===== src/rtl/c7b_csr_pkg.sv =====
// Shared CSR constants and address decode for the c7b timer/interrupt block.
package c7b_csr_pkg;

  localparam logic [13:0] CSR_ECFG  = 14'h004;
  localparam logic [13:0] CSR_ESTAT = 14'h005;
  localparam logic [13:0] CSR_TCFG  = 14'h041;
  localparam logic [13:0] CSR_TVAL  = 14'h042;
  localparam logic [13:0] CSR_TICLR = 14'h044;

  localparam int TCFG_EN       = 0;
  localparam int TCFG_PERIODIC = 1;
  localparam int ESTAT_TI      = 11;
  localparam int ECFG_LIE_TI   = 11;
  localparam int ECFG_W        = 13;

  typedef enum logic [2:0] {
    SEL_NONE,
    SEL_ECFG,
    SEL_ESTAT,
    SEL_TCFG,
    SEL_TVAL,
    SEL_TICLR
  } csr_sel_e;

  // Map a raw CSR address onto the registers this block owns.
  function automatic csr_sel_e decode_csr(input logic [13:0] addr);
    csr_sel_e sel;
    case (addr)
      CSR_ECFG:  sel = SEL_ECFG;
      CSR_ESTAT: sel = SEL_ESTAT;
      CSR_TCFG:  sel = SEL_TCFG;
      CSR_TVAL:  sel = SEL_TVAL;
      CSR_TICLR: sel = SEL_TICLR;
      default:   sel = SEL_NONE;
    endcase
    return sel;
  endfunction

endpackage


===== src/rtl/c7b_timer_counter.sv =====
// TVAL down-counter with running flag, periodic reload and expiry detect.
module c7b_timer_counter
  import c7b_csr_pkg::*;
#(
  parameter int TIMER_W = 32
) (
  input  logic               clk,
  input  logic               reset,
  input  logic               load,
  input  logic               load_en,
  input  logic [TIMER_W-1:2] load_init,
  input  logic               periodic,
  input  logic [TIMER_W-1:2] init_val,
  output logic [TIMER_W-1:0] tval,
  output logic               expire
);

  localparam logic [TIMER_W-1:0] ONE = TIMER_W'(1);

  logic running;

  // An expiry is a running cycle at zero, unless a TCFG write takes priority.
  assign expire = running && (tval == '0) && !load;

  // Load on TCFG write, otherwise reload/stop on expiry or count down.
  always_ff @(posedge clk) begin
    if (reset) begin
      tval    <= '0;
      running <= 1'b0;
    end else if (load) begin
      tval    <= {load_init, 2'b00};
      running <= load_en;
    end else if (expire) begin
      if (periodic) begin
        tval <= {init_val, 2'b00};
      end else begin
        running <= 1'b0;
      end
    end else if (running) begin
      tval <= tval - ONE;
    end
  end

endmodule


===== src/rtl/c7b_timer_top.sv =====
// Constant-timer CSRs (TCFG/TVAL/TICLR), ESTAT.TI and ECFG.LIE for the c7b core.
module c7b_timer_top
  import c7b_csr_pkg::*;
#(
  parameter int TIMER_W = 32
) (
  input  logic        clk,
  input  logic        reset,
  input  logic [13:0] csr_raddr,
  output logic [31:0] csr_rdata,
  input  logic        csr_we,
  input  logic [13:0] csr_waddr,
  input  logic [31:0] csr_wdata,
  input  logic        global_ie,
  output logic        timer_int,
  output logic        int_req
);

  csr_sel_e           wsel;
  csr_sel_e           rsel;
  logic               tcfg_wr;
  logic               ecfg_wr;
  logic               ticlr_wr;
  logic [TIMER_W-1:0] tcfg;
  logic [TIMER_W-1:0] tval;
  logic [ECFG_W-1:0]  ecfg;
  logic               ti;
  logic               expire;
  logic [31:0]        tcfg_ext;
  logic [31:0]        tval_ext;

  assign wsel     = decode_csr(csr_waddr);
  assign rsel     = decode_csr(csr_raddr);
  assign tcfg_wr  = csr_we && (wsel == SEL_TCFG);
  assign ecfg_wr  = csr_we && (wsel == SEL_ECFG);
  assign ticlr_wr = csr_we && (wsel == SEL_TICLR);

  c7b_timer_counter #(
    .TIMER_W (TIMER_W)
  ) u_counter (
    .clk       (clk),
    .reset     (reset),
    .load      (tcfg_wr),
    .load_en   (csr_wdata[TCFG_EN]),
    .load_init (csr_wdata[TIMER_W-1:2]),
    .periodic  (tcfg[TCFG_PERIODIC]),
    .init_val  (tcfg[TIMER_W-1:2]),
    .tval      (tval),
    .expire    (expire)
  );

  // TCFG and ECFG are plain storage written through the CSR port.
  always_ff @(posedge clk) begin
    if (reset) begin
      tcfg <= '0;
      ecfg <= '0;
    end else begin
      if (tcfg_wr) tcfg <= csr_wdata[TIMER_W-1:0];
      if (ecfg_wr) ecfg <= csr_wdata[ECFG_W-1:0];
    end
  end

  // TI latches on expiry; a TICLR write with bit0 set clears it, but set wins.
  always_ff @(posedge clk) begin
    if (reset) begin
      ti <= 1'b0;
    end else if (expire) begin
      ti <= 1'b1;
    end else if (ticlr_wr && csr_wdata[0]) begin
      ti <= 1'b0;
    end
  end

  // Zero-extend the timer-width registers onto the 32-bit read bus.
  always_comb begin
    tcfg_ext              = '0;
    tval_ext              = '0;
    tcfg_ext[TIMER_W-1:0] = tcfg;
    tval_ext[TIMER_W-1:0] = tval;
  end

  // Combinational read mux; unmapped addresses and TICLR read as zero.
  always_comb begin
    csr_rdata = '0;
    case (rsel)
      SEL_ECFG:  csr_rdata[ECFG_W-1:0] = ecfg;
      SEL_ESTAT: csr_rdata[ESTAT_TI]   = ti;
      SEL_TCFG:  csr_rdata             = tcfg_ext;
      SEL_TVAL:  csr_rdata             = tval_ext;
      default:   csr_rdata             = '0;
    endcase
  end

  assign timer_int = ti;
  assign int_req   = ti & ecfg[ECFG_LIE_TI] & global_ie;

endmodule


===== config.mk =====
export PLATFORM = sky130hd
export DESIGN_NAME = c7b_timer_top
export DESIGN_NICKNAME = d
export VERILOG_FILES = /design/src/rtl/c7b_csr_pkg.sv /design/src/rtl/c7b_timer_counter.sv /design/src/rtl/c7b_timer_top.sv
export SDC_FILE = /design/constraint.sdc
export NUM_CORES = 1
export LEC_CHECK = 0
export CORE_MARGIN = 3
export CORE_UTILIZATION = 53
export DETAILED_ROUTE_END_ITERATION = 6
export PLACE_DENSITY = 0.83
export SLEW_MARGIN = 0
export SYNTH_ARGS = -nofsm -noshare
export SYNTH_HDL_FRONTEND = slang
export SYNTH_HIERARCHICAL = 1
export SYNTH_SLANG_ARGS = --single-unit
export TNS_END_PERCENT = 5

===== constraint.sdc =====
create_clock -name clk -period 4.5 [get_ports clk]
set_clock_uncertainty 0.05 [all_clocks]
set_input_delay 0.675 -clock clk [delete_from_list [all_inputs] [get_ports clk]]
set_output_delay 0.675 -clock clk [all_outputs]
set_load 0.01 [all_outputs]

=== After elaboration in Yosys (flattened, before gate mapping) ===
Cells that the tools add are included.

* Word-level logic and storage cells: 60
* Input bits: 64
* Bits in registers: 79
* Output and inout bits: 34

* Reductions and logical operators: 16
* Bitwise logic cells: 2
* Add/subtract/negate cells: 1
* Equal/unequal tests: 20
* Mux-type cells: 15

{| class="wikitable"
|+ Operator list
! operator !! number
|-
| 2-to-1 mux 32 bit || 4
|-
| == test 14 x 7 -> 1 bit (second input constant) || 6
|-
| == test 14 x 3 -> 1 bit (second input constant) || 4
|-
| case mux 19 bit (2 select lines) || 1
|-
| case mux 11 bit (3 select lines) || 1
|-
| logical NOT 32 bit || 1
|-
| subtractor 32 x 1 -> 32 bit (second input constant) || 1
|-
| case mux 3 bit (5 select lines) || 2
|-
| == test 3 x 2 -> 1 bit (second input constant) || 3
|-
| == test 3 x 1 -> 1 bit (second input constant) || 2
|-
| == test 3 bit (second input constant) || 2
|-
| logical AND 1 bit || 6
|-
| AND reduction 2 bit || 3
|-
| nonzero test 2 bit || 3
|-
| 2-to-1 mux 1 bit || 5
|-
| case mux 1 bit (4 select lines) || 1
|-
| != test 3 x 2 -> 1 bit (second input constant) || 1
|-
| case mux 1 bit (3 select lines) || 1
|-
| nonzero test 3 bit || 1
|-
| bitwise AND 1 bit || 2
|-
| != test 2 x 1 -> 1 bit (second input constant) || 1
|-
| != test 2 bit (second input constant) || 1
|-
| OR reduction 2 bit || 1
|-
| logical NOT 1 bit || 1
|}

=== Logic depth before layout (Yosys ltp) ===
* Depth after elaboration: 8
* Depth in mapped cells: 11

=== By module ===
Netlist, hierarchy kept.

{| class="wikitable"
|+ Modules (own cells, without submodules)
! module !! area an instance (µm²) !! seq. area each (µm²) !! instances !! cells an instance
|-
| c7b_timer_top || 2648.8 || 920.9 || 1 || 297
|-
| c7b_timer_counter || 2427.3 || 660.6 || 1 || 309
|}

=== Worst setup path before layout ===
No wires, ideal clock.

* Kind: input-to-reg
* Start point: input csr_waddr[7]
* End point: register ti, in the netlist timer_int
* Setup slack: 1030 ps
* Stages on the path: 10
* Library setup time: 126 ps
* Data arrival time: 3294 ps
* Path through: or4_1 > buf_2 > nor4_1 > clkbuf_1 > clkbuf_1 > buf_2 > nor2_1 > or4bb_1 > nor2_1 > a211oi_1

* Cells in the longest elaborated chain, start to end: 7
* Elaborated cells on any way between the ends: 15
* Classes of those cells: 7 x eq/ne; 2 x mux; 6 x reduce/logical

{| class="wikitable"
|+ Ends and longest elaborated chain
! what !! RTL line !! RTL
|-
| start: declaration || c7b_timer_top.sv:12 || <nowiki>input logic [13:0] csr_waddr,</nowiki>
|-
| == test 14 x 7 -> 1 bit / == test 14 x 3 -> 1 bit (equally long branches) || c7b_csr_pkg.sv:28 || <nowiki>case (addr)</nowiki>
|-
| case mux 3 bit (5 select lines) (*) || c7b_csr_pkg.sv:28 ||
|-
| == test 3 x 2 -> 1 bit (*) || c7b_timer_top.sv:34 || <nowiki>assign tcfg_wr = csr_we && (wsel == SEL_TCFG);</nowiki>
|-
| logical AND 1 bit (*) || c7b_timer_top.sv:34 ||
|-
| net tcfg_wr || c7b_timer_top.sv:21 || <nowiki>logic tcfg_wr;</nowiki>
|-
| logical NOT 1 bit (*) || c7b_timer_counter.sv:23 || <nowiki>assign expire = running && (tval == '0) && !load;</nowiki>
|-
| logical AND 1 bit (*) || c7b_timer_counter.sv:23 ||
|-
| net expire || c7b_timer_top.sv:28 || <nowiki>logic expire;</nowiki>
|-
| 2-to-1 mux 1 bit / nonzero test 2 bit (equally long branches) || -- ||
|-
| end signal: assignment || c7b_timer_top.sv:66 || <nowiki>ti <= 1'b0;</nowiki>
|-
| end signal: assignment || c7b_timer_top.sv:68 || <nowiki>ti <= 1'b1;</nowiki>
|-
| end signal: assignment || c7b_timer_top.sv:70 || <nowiki>ti <= 1'b0;</nowiki>
|-
| end: declaration || c7b_timer_top.sv:27 || <nowiki>logic ti;</nowiki>
|}

Mark *: on every way through the listed nets, which the timed path passes. The rest lies on a longest branch.
A chain may end at the register's enable or synchronous reset.

=== Worst setup path after layout ===
* Start point: input csr_raddr[2]
* End point: output csr_rdata[0]

* Cells in the longest elaborated chain, start to end: 4
* Elaborated cells on any way between the ends: 10
* Classes of those cells: 8 x eq/ne; 2 x mux

{| class="wikitable"
|+ Ends and longest elaborated chain
! what !! RTL line !! RTL
|-
| start: declaration || c7b_timer_top.sv:9 || <nowiki>input logic [13:0] csr_raddr,</nowiki>
|-
| == test 14 x 7 -> 1 bit / == test 14 x 3 -> 1 bit (equally long branches) || c7b_csr_pkg.sv:28 ||
|-
| case mux 3 bit (5 select lines) (*) || c7b_csr_pkg.sv:28 ||
|-
| == test 3 bit, or another cell as far along || c7b_timer_top.sv:85 || <nowiki>case (rsel)</nowiki>
|-
| case mux 11 bit (3 select lines) (*) || c7b_timer_top.sv:85 ||
|-
| end: declaration || c7b_timer_top.sv:10 || <nowiki>output logic [31:0] csr_rdata,</nowiki>
|}

Mark *: on every way between the ends. The rest lies on a longest branch, timed or not.

==> impl_results.md <==
- Post-route DRC: 0
- Worst path cell trace: clkdlybuf4s50_1 -> nor4bb_4 -> buf_4 -> a32oi_1 -> a21oi_1 -> clkdlybuf4s50_1
- Worst EP required: 3770 ps
- Mapped Nets: 671
- Lkg Pwr: 2.13 nW
- Slew headroom: 38.0%
- Nets: 742
- Post-route cell area: 6280 um2
- Register area: 1580 um2
- Resized Gates After CTS: 0
- Die area: 10800 um2
- CP delay by family, top: buffers and inverters
- Die Span Y: 104 um
- Ys flop type: dfxtp_1
- Area growth syn-to-layout: 23.7%
- Hold WC Path Type: reg2reg
- Final Max Slew Viols: 0
- Final WL: 15200 um
- Cell taking the most area after synthesis: dfxtp_1
- Power per cell area: 223 nW/um2
- CTS Buffer Depth: 2
- TritonCTS Buffers: 9
- Post-Syn Area: 5080 um2
- Endpoints failing hold: 0
- DP HPWL: 10100 um
- Top cell type's share of synthesized area: 31.2%
- DR iter-0 viols: 411
- Crit path capture type: output pin
- TritonCTS clock tree: built
- Number of vias per cell: 6.39
- Maxcap violations: 0
- Synth area leaders: dfxtp_1 31%, nand2b_1 9.7%, mux2i_1 9.7%
- Reg2reg setup slack: 1240 ps
- WHS Endpoint: ecfg[10]$_SDFFE_PP0P_
- Cells after Synth: 606
- Worst slew pin tran: 925 ps
- Unrepaired setup endpoints after global routing: no
- DRT antenna net count: 0
- Number of flops mapped to enable cells by yosys: 0
- Final min period: 3530 ps
- Fin crit share: 78.5%
- Routed length per placed instance: 18.7 um
- Crit Path Class: in2out
- DIE WIDTH: 104 um
- Worst Reg-to-Reg Cells: 9
- CP arrival: 2810 ps
- Avg Cell Area, Syn: 8.38 um2
- Hold Path Depth: 2
- Reg-to-reg endpoint: u_counter/tval[3]$_SDFFE_PP0P_
- First-pass DRT Iterations: 5
- Placed Area: 6070 um2
- CTS clock-pin slew for the worst setup and hold paths: 100 ps
- Most common library cells after synthesis: 79 x dfxtp_1, 79 x nand2b_1, 50 x nor2_1, 49 x mux2i_1, 42 x nand2_1
- Multi-input logic area: 3230 um2
- Port Buf Inserts: 97
- Async set or reset register ratio after synthesis: 0%
- Hold_sp: ecfg[10]$_SDFFE_PP0P_
- Post-CTS setup buffers: 0
- Core area: 9280 um2
- Register area share after synthesis: 31.2%
- CTS Root Cell: clkbuf_8
- Finish-stage setup viols: 0
- Io pins: 98
- Initial antenna violation count: 0
- FILL cells: 768
- Setup_tns: 0 ps
- Status: finished clean
- Starting Density: 54.7%
- #FFs+latches synth: 79
- Vias: 5180
- First-pass GRT wire length: 24800 um
- Cell row count: 35
- Layout cells sized above 1: 8.50%
- Most frequent CP cell: clkdlybuf4s50_1
- Launch point of the worst reg-to-reg path: u_counter/tval[0]$_SDFFE_PP0P_
- Hold-fix buffer count after cts: 0
- Diodes inserted: 0
- GRT Residual Overflow: 0
- Peak VDD IR: 0.117 mV
- Synth warn: 6
- Largest net degree at the start of global routing: 93
- GRT Total Usage: 27.3%
- Skew-Pair Late Insertion Delay: 370 ps
- Post-synth cell types: 74
- Peak per-stage delay on the critical path: 570 ps
- H-tree depth: 3
- Worst Path Max Fanout: 31
- Vias in the first global route: 5028
- CP Buf/Inv Count: 3
- Critical Path Source Type: input pin
- CP max stage cell: clkdlybuf4s50_1
- CTS Sinks: 79
- Fmax: 283 MHz
- Gpl congestion: 0.863
power by group:
part           total (mW)  leakage (nW)  switching (mW)  internal, mW
sequential          0.698         0.636       0.0000650         0.698
clock               0.580         0.109           0.309         0.271
combinational       0.119          1.39          0.0489        0.0702
registers in the layout, indices dropped and copies added (netlist names):
register / count
timer_int: 1
tcfg: 32
u_counter/tval: 32
u_counter/running: 1
ecfg: 13
tightest hold or removal path: cells and delay by family, from the launching register on:
kind             cells  cell delay [ps]
DFF                  1              320
and+or+nand+nor      1               60
muxes                1               60
per-layer routing:
layer	GRT usage [%]	part of all wire, %
met5	0	0
met4	8.17	1.3
met3	5.03	8.3
met2	46.7	49
met1	35.1	41
kinds of logic (layout without fill, tap and decap cells):
group                      Yosys count  in the layout  share of synthesized area (%)
buffers and inverters               58            134                           5.99
muxes                               50             50                           9.88
adders and majority gates            1              1                          0.246
xor gates and xnor gates             2              2                          0.345
AOI/OAI and AO/OA                  157            157                           22.4
and+or+nand+nor                    259            259                           29.9
DFF                                 79             79                           31.2
worst max-delay path by stage:
stage / start / endpoint / slack (ps) / cells after the start
2_1_floorplan: csr_waddr[7] / timer_int$_SDFFE_PP0P_ / 1030 / 10
3_3_place_gp: csr_waddr[7] / u_counter/tval[27]$_SDFFE_PP0P_ / 870 / 8
5_1_grt: csr_raddr[6] / csr_rdata[23] / 860 / 6
4_1_cts: csr_raddr[6] / csr_rdata[12] / 1010 / 6
6_report: csr_raddr[2] / csr_rdata[0] / 970 / 6
3_5_place_dp: csr_waddr[7] / u_counter/tval[31]$_SDFFE_PP0P_ / 770 / 8
per-stage QoR:
step           power (mW)  util (%)  setup slack (ps)  hold slack, ps  instances
2_1_floorplan       0.757         -              1030             398        606
3_3_place_gp        0.831      65.4               875             409        795
3_5_place_dp        0.833      65.4               767             418        795
4_1_cts              1.40      67.6              1010             436        811
5_1_grt              1.44      67.6               860             455        811
6_report             1.40      67.6               969             434        811
layout make-up:
class                           count  share of cell area, %
Multi-Input combinational cell    469                   51.4
Sequential cell                    79                   25.2
Timing Repair Buffer              108                   16.9
Inverter                           10                  0.598
Clock inverter                      7                   1.39
Clock buffer                        9                   1.97
Tap cell                          129                   2.57
placed cells by master, fill, tap and decap left out, types with 4 or more instances in the layout:
| cell type | netlist | layout |
|---|---|---|
| nor4_2 | 3 | 4 |
| nor3_1 | 15 | 15 |
| clkdlybuf4s50_1 | 0 | 96 |
| nand2_1 | 42 | 42 |
| nor2_1 | 50 | 50 |
| and3_1 | 5 | 5 |
| o211ai_1 | 12 | 12 |
| o31ai_1 | 7 | 7 |
| nand2b_1 | 79 | 79 |
| a22oi_1 | 20 | 20 |
| and2_1 | 4 | 4 |
| mux2i_1 | 49 | 49 |
| a32oi_1 | 13 | 13 |
| dfxtp_1 | 79 | 79 |
| nor4_1 | 14 | 13 |
| a32o_1 | 6 | 6 |
| inv_1 | 10 | 10 |
| nand3_1 | 7 | 7 |
| a211oi_1 | 11 | 11 |
| buf_4 | 1 | 10 |
| clkbuf_8 | 0 | 9 |
| o21ai_0 | 18 | 18 |
| a21oi_1 | 35 | 35 |
| or4_1 | 7 | 7 |
| o32ai_1 | 5 | 5 |
(Power assumes the default switching activity.)
